## config.mk

```make
export PLATFORM = sky130hd
export DESIGN_NAME = rx_sync_ctrl
export DESIGN_NICKNAME = d
export VERILOG_FILES = /design/src/rtl/rx_sync_ctrl_pkg.sv /design/src/rtl/rx_sync_ctrl_comma_detect.sv /design/src/rtl/rx_sync_ctrl.sv
export SDC_FILE = /design/constraint.sdc
export NUM_CORES = 1
export LEC_CHECK = 0
export CAP_MARGIN = 25
export CORE_MARGIN = 2
export CORE_UTILIZATION = 50
export CTS_CLUSTER_SIZE = 25
export DETAILED_ROUTE_END_ITERATION = 10
export PLACE_DENSITY_LB_ADDON = 0.12
export SETUP_SLACK_MARGIN = 0.05
export SLEW_MARGIN = 10
export SYNTH_ARGS = -nofsm -noshare
export SYNTH_HDL_FRONTEND = slang
export SYNTH_SLANG_ARGS = --single-unit
```

## constraint.sdc

```tcl
create_clock -name clk -period 4.6 [get_ports clk]
set_input_delay 0.92 -clock clk [delete_from_list [all_inputs] [get_ports clk]]
set_output_delay 0.92 -clock clk [all_outputs]
set_load 0.005 [all_outputs]
```

## src/rtl/rx_sync_ctrl_pkg.sv

```systemverilog
// Shared types and constants for the rx_sync_ctrl word-alignment block.
package rx_sync_ctrl_pkg;

   localparam int OFFSET_W = 4;

   localparam logic [9:0] COMMA_P = 10'b0011111010;
   localparam logic [9:0] COMMA_N = 10'b1100000101;

   typedef enum logic [1:0] {
      ST_LOS  = 2'd0,
      ST_ACQ  = 2'd1,
      ST_SYNC = 2'd2
   } sync_state_e;

   function automatic logic is_comma(input logic [9:0] w);
      return (w == COMMA_P) || (w == COMMA_N);
   endfunction

   // Candidate 10b word starting k bits into the 20b {prev, cur} window.
   function automatic logic [9:0] window_slice(input logic [19:0] win,
                                               input logic [OFFSET_W-1:0] k);
      return win[19 - int'(k) -: 10];
   endfunction

endpackage

```

## src/rtl/rx_sync_ctrl_comma_detect.sv

```systemverilog
// Combinational comma search over all ten bit offsets of a 20b window;
// reports whether any offset holds a comma and the lowest such offset.
module rx_comma_detect
   import rx_sync_ctrl_pkg::*;
(
   input  logic [19:0]         window,
   output logic                hit,
   output logic [OFFSET_W-1:0] k
);

   // Scan from the top so the lowest matching offset is the last one written.
   always_comb begin
      hit = 1'b0;
      k   = '0;
      for (int i = 9; i >= 0; i--) begin
         if (is_comma(window_slice(window, OFFSET_W'(i)))) begin
            hit = 1'b1;
            k   = OFFSET_W'(i);
         end
      end
   end

endmodule

```

## src/rtl/rx_sync_ctrl.sv

```systemverilog
// Receive word aligner and LOS/ACQ/SYNC link-sync state machine.
// Define RX_SYNC_ERRCNT_EN to build the saturating err_cnt counter; otherwise err_cnt is 0.
module rx_sync_ctrl
   import rx_sync_ctrl_pkg::*;
#(
   parameter int COMMA_CNT = 3,
   parameter int ERR_MAX   = 4,
   parameter int GOOD_RUN  = 16
) (
   input  logic       clk,
   input  logic       rst,
   input  logic [9:0] rx_word,
   input  logic       rx_valid,
   input  logic       code_err,
   output logic [9:0] aligned_word,
   output logic       aligned_valid,
   output logic       dec_en,
   output logic       sync_ok,
   output logic [3:0] align_offset,
   output logic [7:0] err_cnt
);

   localparam int CC_W   = $clog2(COMMA_CNT + 1);
   localparam int BAD_W  = $clog2(ERR_MAX + 1);
   localparam int GOOD_W = $clog2(GOOD_RUN + 1);

   sync_state_e         state_q, state_d;
   logic [9:0]          prev_q, prev_d;
   logic [19:0]         win_q, win_d;
   logic [19:0]         win_cur;
   logic [9:0]          aw_q, aw_d;
   logic                av_q, av_d;
   logic                sync_q;
   logic [OFFSET_W-1:0] off_q, off_d;
   logic [CC_W-1:0]     cc_q, cc_d;
   logic [BAD_W-1:0]    bad_q, bad_d;
   logic [GOOD_W-1:0]   good_q, good_d;
   logic                hit;
   logic [OFFSET_W-1:0] hit_k;

   // Search runs on the window of the word currently on aligned_word, so
   // code_err and the comma decision for that word land in the same cycle.
   rx_comma_detect u_detect (
      .window (win_q),
      .hit    (hit),
      .k      (hit_k)
   );

   always_comb begin
      win_cur = {prev_q, rx_word};
      state_d = state_q;
      off_d   = off_q;
      cc_d    = cc_q;
      bad_d   = bad_q;
      good_d  = good_q;

      if (av_q) begin
         case (state_q)
            ST_LOS: begin
               if (hit) begin
                  off_d   = hit_k;
                  cc_d    = CC_W'(1);
                  state_d = ST_ACQ;
               end
            end
            ST_ACQ: begin
               if (code_err) begin
                  state_d = ST_LOS;
                  cc_d    = '0;
               end else if (is_comma(window_slice(win_q, off_q))) begin
                  if (int'(cc_q) + 1 >= COMMA_CNT) begin
                     state_d = ST_SYNC;
                     cc_d    = '0;
                     bad_d   = '0;
                     good_d  = '0;
                  end else begin
                     cc_d = cc_q + CC_W'(1);
                  end
               end else if (hit) begin
                  off_d = hit_k;
                  cc_d  = CC_W'(1);
               end
            end
            ST_SYNC: begin
               if (code_err) begin
                  good_d = '0;
                  if (int'(bad_q) + 1 >= ERR_MAX) begin
                     state_d = ST_LOS;
                     bad_d   = '0;
                  end else begin
                     bad_d = bad_q + BAD_W'(1);
                  end
               end else if (int'(good_q) + 1 >= GOOD_RUN) begin
                  good_d = '0;
                  if (bad_q != '0) bad_d = bad_q - BAD_W'(1);
               end else begin
                  good_d = good_q + GOOD_W'(1);
               end
            end
            default: state_d = ST_LOS;
         endcase
      end

      // The incoming word is cut with the offset that includes the word just judged.
      prev_d = rx_valid ? rx_word : prev_q;
      win_d  = rx_valid ? win_cur : win_q;
      aw_d   = rx_valid ? window_slice(win_cur, off_d) : aw_q;
      av_d   = rx_valid;
   end

   always_ff @(posedge clk) begin
      if (rst) begin
         state_q <= ST_LOS;
         prev_q  <= '0;
         win_q   <= '0;
         aw_q    <= '0;
         av_q    <= 1'b0;
         sync_q  <= 1'b0;
         off_q   <= '0;
         cc_q    <= '0;
         bad_q   <= '0;
         good_q  <= '0;
      end else begin
         state_q <= state_d;
         prev_q  <= prev_d;
         win_q   <= win_d;
         aw_q    <= aw_d;
         av_q    <= av_d;
         sync_q  <= (state_d == ST_SYNC);
         off_q   <= off_d;
         cc_q    <= cc_d;
         bad_q   <= bad_d;
         good_q  <= good_d;
      end
   end

`ifdef RX_SYNC_ERRCNT_EN
   logic [7:0] err_q, err_d;

   always_comb begin
      err_d = err_q;
      if (av_q && code_err && (state_q == ST_SYNC) && (err_q != 8'hFF))
         err_d = err_q + 8'd1;
   end

   always_ff @(posedge clk) begin
      if (rst) err_q <= '0;
      else     err_q <= err_d;
   end

   assign err_cnt = err_q;
`else
   assign err_cnt = '0;
`endif

   assign aligned_word  = aw_q;
   assign aligned_valid = av_q;
   assign sync_ok       = sync_q;
   assign dec_en        = av_q & sync_q;
   assign align_offset  = off_q;

endmodule

```

# Word-level counts from Yosys, hierarchy flattened
# Cells that the tools add are included.
# word_totals
output_inout_bits,25
elab_cells,125
reg_bits,58
input_bits,14
# op_classes
addsub,9
eq_ne,30
muxes,52
n_lt_le_gt_ge,3
n_reduce_logical,18
bitwise_logic,1
shift,2
# op_table
operator,count
$eq 10x10->1 const B,11
$eq 10x8->1 const B,11
$shiftx 29x6->10,2
$mux 4,14
$mux 5,5
$mux 2,11
$mux 3,7
$sub 5x4->6 const A,2
$logic_or 1x1->1,11
$mux 1,10
$pmux 5 s2,1
$pmux 4 s2,1
$reduce_and 7->1,1
$add 5x1->6 const B,1
$ge 6x5->1 const B,1
$ne 2x2->1 const B,3
$ne 3x3->1 const B,2
$pmux 2 s3,1
$pmux 3 s2,1
$add 5x1->5 const B,1
$reduce_and 5->1,1
$add 3x1->4 const B,1
$eq 2x2->1 const B,2
$ge 4x3->1 const B,1
12 further kinds,13

# Logic depth before layout (Yosys ltp)
# Gate-level depths: netlist (run 1).
# logic_depth
word_depth,19
mapped_depth,23
ltp_nobuf,18

# Hierarchy
# From an unflattened synthesis (run 1), not the netlist that was laid out.
# hier_totals
hier_cells,670
hier_area_um2,5562.8
# modules_own_cells
module,cells_per_inst,instances,area_each_um2,seq_area_each_um2
rx_sync_ctrl,580,1,4938.5,960.9
rx_comma_detect,90,1,624.3,0.0

# Worst setup path after synthesis (run 1)
# OpenSTA, ideal clock, no wires.
# synth_timing
path_kind,reg2reg
from,"register off_q[2], in the netlist align_offset[2]"
to,"register aw_q[8], in the netlist aligned_word[8]"
arrival_time_ps,4820
stages_incl_launch_ff,22
required_ps,4512
setup_slack_ps,-309
setup_time_ps,88
n_path_buf,8
period_less_slack_ps,4909
path_cell_list,dfxtp_1 buf_6 inv_1 clkbuf_1 ha_1 buf_2 buf_2 clkbuf_1 o311ai_0 o22ai_1 nor3_1 and3_4 nor3_4 a311oi_1 buf_4 clkbuf_1 ha_1 clkbuf_1 inv_1 and3_1 a2111o_1 a311oi_2
# synth_via
elab_chain_len,10
word_cells_on_any_way,12
classes_between,2 x add/sub; 2 x eq/ne; 2 x shift; 5 x mux; 1 x reduce/logical
# synth_lines
item,line_no,rtl
from (decl),rx_sync_ctrl.sv:34,"logic [OFFSET_W-1:0] off_q, off_d;"
from (signal assigned),rx_sync_ctrl.sv:119,off_q <= '0;
from (signal assigned),rx_sync_ctrl.sv:130,off_q <= off_d;
$sub 5x4->6,rx_sync_ctrl_pkg.sv:22,return win[19 - int'(k) -: 10];
$shiftx 29x6->10,rx_sync_ctrl_pkg.sv:22,
$eq 10x8->1 / $eq 10x10->1 (equally long branches),rx_sync_ctrl_pkg.sv:16,return (w == COMMA_P) || (w == COMMA_N);
$logic_or 1x1->1,rx_sync_ctrl_pkg.sv:16,
$mux 4,rx_sync_ctrl.sv:70,"end else if (is_comma(window_slice(win_q, off_q))) begin"
$mux 4,rx_sync_ctrl.sv:67,if (code_err) begin
$pmux 4 s2,rx_sync_ctrl.sv:58,case (state_q)
$mux 4 (*),rx_sync_ctrl.sv:57,if (av_q) begin
$sub 5x4->6 (*),rx_sync_ctrl_pkg.sv:22,
$shiftx 29x6->10 (*),rx_sync_ctrl_pkg.sv:22,
to (signal assigned),rx_sync_ctrl.sv:127,aw_q <= aw_d;
to (decl),rx_sync_ctrl.sv:31,"logic [9:0] aw_q, aw_d;"
# Every way passes the cells marked *; elsewhere a longest branch is shown, timed or not.
# A chain may end at the register's enable or synchronous reset.

# Worst setup path after layout (run 1)
# layout_timing
from,"register off_q[3], in the netlist align_offset[3]"
to,"register aw_q[6], in the netlist aligned_word[6]"
# The elaborated chain is that of the path after synthesis.

==> impl_metrics.csv, run 1 <==
group,metric,value,unit
final_layout,drive_gt1_frac,0.159,
timing,tightestPinTransition,0.943,ns
global_route,grt_overflow_total,0,
die,die-area,11200,um2
clock_tree,clkSlewWorstSetupHoldPaths,0.10,ns
drt,routed_wirelength,15700,um
final_layout,final_nets,691,
clock_tree,cts_root_buffer,"clkbuf_8",
timing,setup_tns,0,ns
placed_design,dp_slack,0.164,ns
final_layout,syn_to_final_growth,12.0,%
timing,clock.fmax,231,MHz
clock_tree,cts_buffer_depth,2,
die,start_util,0.509,
setup_path,critPathCaptureType,"register",
timing,slew_headroom,0.372,
run_status,status,"finished, final reports clean",
power_and_ir_drop,power_switching,0.450,mW
clock_tree,cts_max_level,2,
setup_path,cp-start-kind,"register",
synth,synthArstFlopShare,0,
global_route,grt_max_degree,47,
global_route,antenna_found_initial,0,
setup_path,cpPeakStageDelay,0.44,ns
final_layout,multiInputGateArea,3820,um2
clock_tree,clk-insertion-delay-late,0.32,ns
synth,syn_area_per_cell,7.88,um2
synth,ys_ff_latch,48,
global_route,grt_pass1_wl,25300,um
power_and_ir_drop,power_density,217,nW/um2
power_and_ir_drop,clkPwrFrac,0.268,
power_and_ir_drop,power.leakage,2.14,nW
drt,drc,0,
setup_path,crit_arrival,4.54,ns
timing,hold_slack,0.511,ns
die,die_x,106,um
final_layout,fillCellCount,986,
final_layout,diodes,0,
clock_tree,cts_num_sinks,48,
drt,drtIter0Drc,464,
synth,synth_area,5180,um2
die,core-area,10200,um2
synth,ys.flop_type,"dfxtp_1",
power_and_ir_drop,p_int,0.809,mW
timing,rsz0062_at_grt,"false",
worst_hold_path,hp-class,"register to register",
drt,routedWlPerCell,19.5,um
power_and_ir_drop,power.share.sequential,0.375,
power_and_ir_drop,p_sw_frac,0.358,
synth,synth_enable_flop_cells,0,
drt,vias,5365,
final_layout,layout_common_cells,"77 x nor2_1, 75 x mux2i_1, 44 x dfxtp_1, 39 x buf_4, 31 x nand2_1",
placed_design,hpwlAfterDp,11500,um
power_and_ir_drop,ir_drop,0.147,mV
timing,fin_skew,0.00963,ns
synth,ys_warn_count,0,
drt,antenna_left,0,
placed_design,port_buffers,30,
clock_tree,cts_tree,"yes",
timing,min_period,4.33,ns
global_route,grt_pass1_vias,4937,
placed_design,place_congestion,0.979,
synth,yosys.cell_types.count,89,
clock_tree,numCtsBuffers,5,
die,num_rows,37,
synth,yosysSeqAreaShare,0.185,
drt,firstDrtPassIters,5,
global_route,track_usage,0.280,
die,die_h,106,um
timing,setup_violations,0,
timing,hold_violations,0,
timing,drv_slew,0,
power_and_ir_drop,combinationalPowerShare,0.358,
clock_tree,hold_buffers,0,
setup_path,crit_fanout,11,
setup_path,cp.required,4.81,ns
timing,min_period_over_period,0.941,
final_layout,regArea,966,um2
setup_path,crit_type,"register to register",
setup_path,path_cells,"inv_1 -> ha_2 -> mux2_2 -> a221o_1 -> nand3_1 -> a31oi_1 -> and3b_1 -> and4_4 -> nor3_4 -> a31oi_4 -> nor2_8 -> mux2i_1 -> a21oi_1 -> mux2_2 -> a221o_1",
timing,setup_ws,0.272,ns
final_layout,final_common_cell,"nor2_1",
flow_run,maxCapViolCount,0,
drt,viasPerCell,6.64,
die,io_pins,39,
synth,synthCells,658,
setup_path,cp_slowest_cell,"mux2i_1",
flip-flops by register name, summed over array words and instances (netlist names), 2 cells and up:
register / count
good_q: 5
align_offset: 4
aligned_word: 10
cc_q: 2
state_q: 2
bad_q: 3
prev_q: 9
win_q: 11
synthesized netlist by cell type, drive strengths merged (10+ instances only):
cell type  instances  area share
nand2             32       0.023
mux2i             76        0.15
a31oi             10       0.015
nor4              10       0.012
nand3             16       0.015
o21ai             22       0.021
mux2              10       0.022
dfxtp             48        0.19
clkbuf            32       0.023
and2              10       0.012
nand2b            10       0.012
nor3              26       0.027
inv               24       0.017
mux4              10       0.043
a21oi             23       0.022
a211oi            18       0.027
nor2              80       0.062
buf               41       0.049
logic make-up (layout without fill, tap and decap cells):
family	Yosys count	count (layout)	synth area share
other cells	1	8	0.000723
xor+xnor	3	3	0.00507
flops	48	48	0.185
buf+inv	97	104	0.0890
simple gates	249	249	0.262
mux	96	96	0.212
compound gates	158	158	0.232
fa+ha+maj	6	6	0.0145
worst paths after layout:
path | cells after the start | end | start | slack [ns]
worst min register to register | 1 | aligned_word[6]$_SDFFE_PP0P_ | aligned_word[6]$_SDFFE_PP0P_ | 0.51
worst min-delay path | 1 | aligned_word[6]$_SDFFE_PP0P_ | aligned_word[6]$_SDFFE_PP0P_ | 0.51
worst max-delay path | 15 | aligned_word[6]$_SDFFE_PP0P_ | align_offset[3]$_SDFF_PP0_ | 0.27
worst max register to register | 15 | aligned_word[6]$_SDFFE_PP0P_ | align_offset[3]$_SDFF_PP0_ | 0.27
power by group through the flow:
stage	Clock [mW]	Sequential, mW	Combinational [mW]
floorplan	0	0.460	0.314
global placement	0	0.479	0.434
detailed placement	0	0.480	0.432
CTS	0.348	0.470	0.435
global route	0.359	0.476	0.483
finish	0.337	0.472	0.450
stage by stage:
stage	instances	utilization	cell area, um2	total power [mW]
after CTS	805	0.564	5750	1.25
after global placement	797	0.552	5630	0.913
after floorplan	665	-	5220	0.774
after global routing	808	0.570	5810	1.32
after detailed placement	797	0.552	5630	0.912
final	808	0.570	5810	1.26
repair_timing:
item	4_1_cts	5_1_grt
resized for setup	0	13
endpoints found under the setup margin	0	13
buffers inserted	0	3
hold endpoints to repair	0	0
routing by layer:
metal | global-route usage | routed length (um) | up-vias
li1 | - | - | 2493
met1 | 0.392 | 6960 | 2596
met2 | 0.443 | 7280 | 245
met3 | 0.0359 | 1170 | 31
met4 | 0.0940 | 314 | 0
met5 | 0 | 0 | -
cell type report:
| class | count | area share |
|---|---|---|
| repair buffers | 72 | 0.110 |
| well taps | 136 | 0.0293 |
| clock buffers | 6 | 0.0142 |
| inverters | 24 | 0.0162 |
| clock inverters | 2 | 0.00668 |
| multi-input cells | 520 | 0.657 |
| flip-flops and latches | 48 | 0.166 |
critical path: cells and delay by family (launching register included):
family	cells	cell delay [ns]
fa+ha+maj	1	0.38
mux	3	1.08
flops	1	0.41
simple gates	5	1.11
compound gates	5	1.16
buf+inv	1	0.06
Note: power is estimated with default switching activity, not from simulation.
==> inputs of run 2 (changes only) <==
Settings changed: MAX_ROUTING_LAYER set to met4.
==> impl_metrics.csv, run 2 (synthesis gave the netlist of run 1 again) <==
group,metric,value,unit
run_status,status,"finished, final reports clean",
power_and_ir_drop,ir_drop,0.173,mV
timing,setup_violations,0,
drt,routedWlPerCell,19.2,um
clock_tree,cts_num_sinks,48,
clock_tree,cts_root_buffer,"clkbuf_8",
global_route,grt_pass1_vias,4965,
flow_run,maxCapViolCount,0,
final_layout,syn_to_final_growth,12.6,%
timing,setup_ws,0.247,ns
setup_path,cp_slowest_cell,"dfxtp_1",
placed_design,dp_slack,0.181,ns
die,core-area,10200,um2
global_route,antenna_found_initial,0,
drt,routed_wirelength,15600,um
final_layout,final_core_util,0.573,
timing,fin_skew,0.0156,ns
global_route,grt_overflow_total,0,
power_and_ir_drop,power.leakage,2.15,nW
setup_path,cp-start-kind,"register",
die,die-area,11200,um2
setup_path,path_common_cell,"buf_4",
clock_tree,hold_buffers,0,
worst_hold_path,hp-class,"register to register",
global_route,grt_pass1_wl,25500,um
clock_tree,clkSlewWorstSetupHoldPaths,0.11,ns
timing,min_period,4.35,ns
setup_path,critPathCaptureType,"register",
drt,firstDrtPassIters,5,
timing,setup_tns,0,ns
setup_path,cpPeakStageDelay,0.72,ns
timing,tightestPinTransition,0.935,ns
final_layout,largest_register_ffs,11,
drt,viasPerCell,6.55,
power_and_ir_drop,power_density,216,nW/um2
drt,drc,0,
clock_tree,clk-insertion-delay-late,0.32,ns
timing,hold_violations,0,
placed_design,place_congestion,0.956,
final_layout,drive_gt1_frac,0.164,
setup_path,cp.required,4.81,ns
die,die_x,106,um
timing,slew_headroom,0.377,
drt,antenna_left,0,
placed_design,port_buffers,30,
final_layout,layout_common_cells,"77 x nor2_1, 75 x mux2i_1, 45 x dfxtp_1, 38 x buf_4, 32 x nand2_1",
final_layout,top_register,"win_q",
placed_design,hpwlAfterDp,11500,um
placed_design,post-place-cells,797,
drt,vias,5292,
clock_tree,cts_tree,"yes",
final_layout,finalNonFillerCells,808,
die,start_util,0.509,
drt,drtIter0Drc,445,
final_layout,final_nets,691,
setup_path,crit_arrival,4.56,ns
timing,drv_slew,0,
timing,rsz0062_at_grt,"true",
die,io_pins,39,
setup_path,rrSetupSlack,0.25,ns
timing,min_period_over_period,0.946,
global_route,grt_max_degree,47,
setup_path,crit_type,"register to register",
clock_tree,cts_max_level,2,
placed_design,placed_cell_area,5640,um2
clock_tree,cts_buffer_depth,2,
clock_tree,numCtsBuffers,5,
die,num_rows,37,
global_route,track_usage,0.290,
final_layout,final_common_cell,"nor2_1",
setup_path,crit_fanout,16,
timing,clock.fmax,230,MHz
die,die_h,106,um
final_layout,fillCellCount,962,
setup_path,path_cells,"buf_4 -> nand3b_1 -> nor4b_1 -> a41o_1 -> or4_1 -> or2_2 -> inv_2 -> o31ai_2 -> a31o_2 -> nand2_1 -> buf_4 -> mux2i_1 -> a221oi_1 -> o41ai_1",
final_layout,diodes,0,
final_layout,postLayoutCellArea,5840,um2
## run 2: cell counts in the layout (fill, tap and decap cells not counted)
Identical to the previous run, type by type.
## run 2: worst paths after layout
check | from | endpoint | depth (start not counted)
worst max-delay path | win_q[9]$_SDFFE_PP0P_ | aligned_word[7]$_SDFFE_PP0P_ | 14
worst min-delay path | aligned_word[6]$_SDFFE_PP0P_ | aligned_word[6]$_SDFFE_PP0P_ | 1
worst max register to register | win_q[9]$_SDFFE_PP0P_ | aligned_word[7]$_SDFFE_PP0P_ | 14
worst min register to register | aligned_word[6]$_SDFFE_PP0P_ | aligned_word[6]$_SDFFE_PP0P_ | 1
## run 2: layer usage
layer | global-route usage | share of wire
met2 | 0.456 | 0.46
met5 | - | 0
met4 | 0.0874 | 0.029
met3 | 0.0346 | 0.063
met1 | 0.391 | 0.45
## run 2: report_power, final
part	switching [mW]	internal, mW
sequential	0.0361	0.438
clock	0.162	0.178
combinational	0.252	0.193
## run 2: final cells by class
cell class / count / area, um2 / share of cell area
sequential: 48 / 965 / 0.165
tap: 136 / 170 / 0.0292
timing repair buffer: 72 / 647 / 0.111
inverter: 24 / 93.8 / 0.0161
clock inverter: 2 / 38.8 / 0.00665
clock buffer: 6 / 82.6 / 0.0141
multi-input combinational: 520 / 3840 / 0.658
## run 2: stage by stage
stage	hold slack (ns)	power [mW]
after floorplan	0.476	0.774
after global placement	0.474	0.907
after detailed placement	0.485	0.909
after CTS	0.514	1.25
after global routing	0.532	1.33
final	0.511	1.26
## run 2: worst max-delay path, delay by kind of cell, from the launching register on
kind            cells  cell delay, ns
simple gates        5            1.40
compound gates      5            1.21
mux                 1            0.40
buf+inv             3            0.53
flops               1            0.72
## run 2: timing repair
action | in CTS | in global routing
setup buffers | 0 | 3
endpoints found under the setup margin | 0 | 12
gates resized for setup | 0 | 16
==> inputs of run 3 (changes only) <==
Settings changed: REMOVE_ABC_BUFFERS set to 1.
==> impl_metrics.csv, run 3 (synthesis gave the netlist of run 1 again) <==
group,metric,value,unit
setup_path,cp.required,4.86,ns
drt,drtIter0Drc,513,
drt,routed_wirelength,16200,um
drt,viasPerCell,6.63,
clock_tree,cts_root_buffer,"clkbuf_8",
timing,min_period,4.35,ns
power_and_ir_drop,ir_drop,0.194,mV
die,io_pins,39,
global_route,grt_overflow_total,0,
placed_design,port_buffers,30,
global_route,antenna_found_initial,0,
final_layout,layout_common_cells,"78 x nor2_1, 76 x mux2i_1, 46 x dfxtp_1, 39 x buf_4, 32 x nand2_1",
final_layout,finalNonFillerCells,810,
drt,routedWlPerCell,20.0,um
setup_path,cp-start-kind,"register",
final_layout,diodes,0,
clock_tree,clkSlewWorstSetupHoldPaths,0.10,ns
drt,vias,5371,
clock_tree,cts_buffer_depth,2,
timing,clock.fmax,230,MHz
global_route,track_usage,0.305,
placed_design,post-place-cells,802,
final_layout,fillCellCount,965,
setup_path,crit_type,"register to register",
die,start_util,0.509,
clock_tree,clk-insertion-delay-late,0.34,ns
timing,rsz0062_at_grt,"true",
die,core-area,10200,um2
timing,hold_slack,0.518,ns
timing,drv_slew,0,
timing,tightestPinTransition,0.918,ns
timing,fin_skew,0.0123,ns
final_layout,top_register,"win_q",
clock_tree,ctsResizeCount,0,
die,die_x,106,um
placed_design,hpwlAfterDp,11800,um
final_layout,final_nets,693,
placed_design,place_congestion,0.946,
clock_tree,post_cts_buffers,0,
global_route,grt_pass1_wl,26600,um
final_layout,syn_to_final_growth,12.4,%
timing,min_period_over_period,0.946,
drt,firstDrtPassIters,5,
clock_tree,cts_num_sinks,48,
die,die-area,11200,um2
setup_path,critPathCaptureType,"register",
final_layout,drive_gt1_frac,0.154,
clock_tree,numCtsBuffers,5,
setup_path,crit_arrival,4.61,ns
global_route,grt_pass1_vias,5139,
die,die_h,106,um
timing,slew_headroom,0.388,
timing,setup_violations,0,
final_layout,regArea,966,um2
timing,hold_violations,0,
power_and_ir_drop,power_density,216,nW/um2
run_status,status,"finished, final reports clean",
final_layout,multiInputGateArea,3810,um2
die,num_rows,37,
clock_tree,hold_buffers,0,
drt,antenna_left,0,
clock_tree,cts_tree,"yes",
clock_tree,cts_max_level,2,
flow_run,maxCapViolCount,0,
global_route,grt_max_degree,46,
final_layout,final_common_cell,"nor2_1",
setup_path,crit_fanout,21,
power_and_ir_drop,power.leakage,2.17,nW
worst_hold_path,hp-class,"register to register",
final_layout,largest_register_ffs,11,
drt,drc,0,
==> run 3: cell count changes in the layout (fill, tap and decap cells not counted), sizes merged <==
cell and delta:
buf +2, clkbuf -1, clkinvlp +1
==> run 3: metal layers <==
metal  global-route usage  vias up  wire length (um)
li1                     -     2493                 -
met1                0.425     2623              7460
met2                0.459      235              7310
met3               0.0470       20              1160
met4               0.0865        0               257
met5                    -        -                 0
==> run 3: per-stage QoR <==
step                setup slack, ns  setup TNS, ns  total power [mW]  utilization  instance area, um2
floorplan                     -1.91         -18.03             0.735            -                4840
global placement              0.167              0             0.922        0.558                5690
detailed placement            0.238              0             0.918        0.558                5690
CTS                           0.191              0              1.25        0.569                5800
global route                 0.0386              0              1.32        0.572                5830
finish                        0.250              0              1.26        0.572                5830
==> run 3: area by class of cell <==
cell class,count,share of cell area
Sequential cell,48,0.166
Multi-Input combinational cell,520,0.654
Inverter,24,0.0161
Timing Repair Buffer,74,0.116
Clock inverter,3,0.00730
Tap cell,136,0.0292
Clock buffer,5,0.0118
==> run 3: worst paths after layout <==
| check | cells past startpoint | endpoint | from | slack, ns |
|---|---|---|---|---|
| worst max-delay path | 16 | aligned_word[0]$_SDFFE_PP0P_ | align_offset[3]$_SDFF_PP0_ | 0.25 |
| worst min-delay path | 2 | aligned_word[7]$_SDFFE_PP0P_ | aligned_word[7]$_SDFFE_PP0P_ | 0.52 |
| worst max register to register | 16 | aligned_word[0]$_SDFFE_PP0P_ | align_offset[3]$_SDFF_PP0_ | 0.25 |
| worst min register to register | 2 | aligned_word[7]$_SDFFE_PP0P_ | aligned_word[7]$_SDFFE_PP0P_ | 0.52 |
==> run 3: report_power, final <==
part	leakage, nW	total, mW	internal [mW]	switching [mW]
combinational	1.72	0.451	0.193	0.258
sequential	0.393	0.473	0.437	0.0365
clock	0.0541	0.332	0.161	0.170
total	2.17	1.26	0.791	0.465
==> run 3: worst max-delay path, stage by stage (launching register included) <==
cell and delay [ns]:
dfxtp_2 0.41, inv_1 0.06, ha_2 0.40, mux2_2 0.35
a221o_1 0.36, nand3_1 0.09, a31oi_1 0.14, nor4b_2 0.35
and3_4 0.26, nor3_4 0.07, a311oi_2 0.42, buf_12 0.22
and2_1 0.24, o21ai_0 0.12, o2111a_1 0.16, a2111o_1 0.36
a311oi_2 0.23
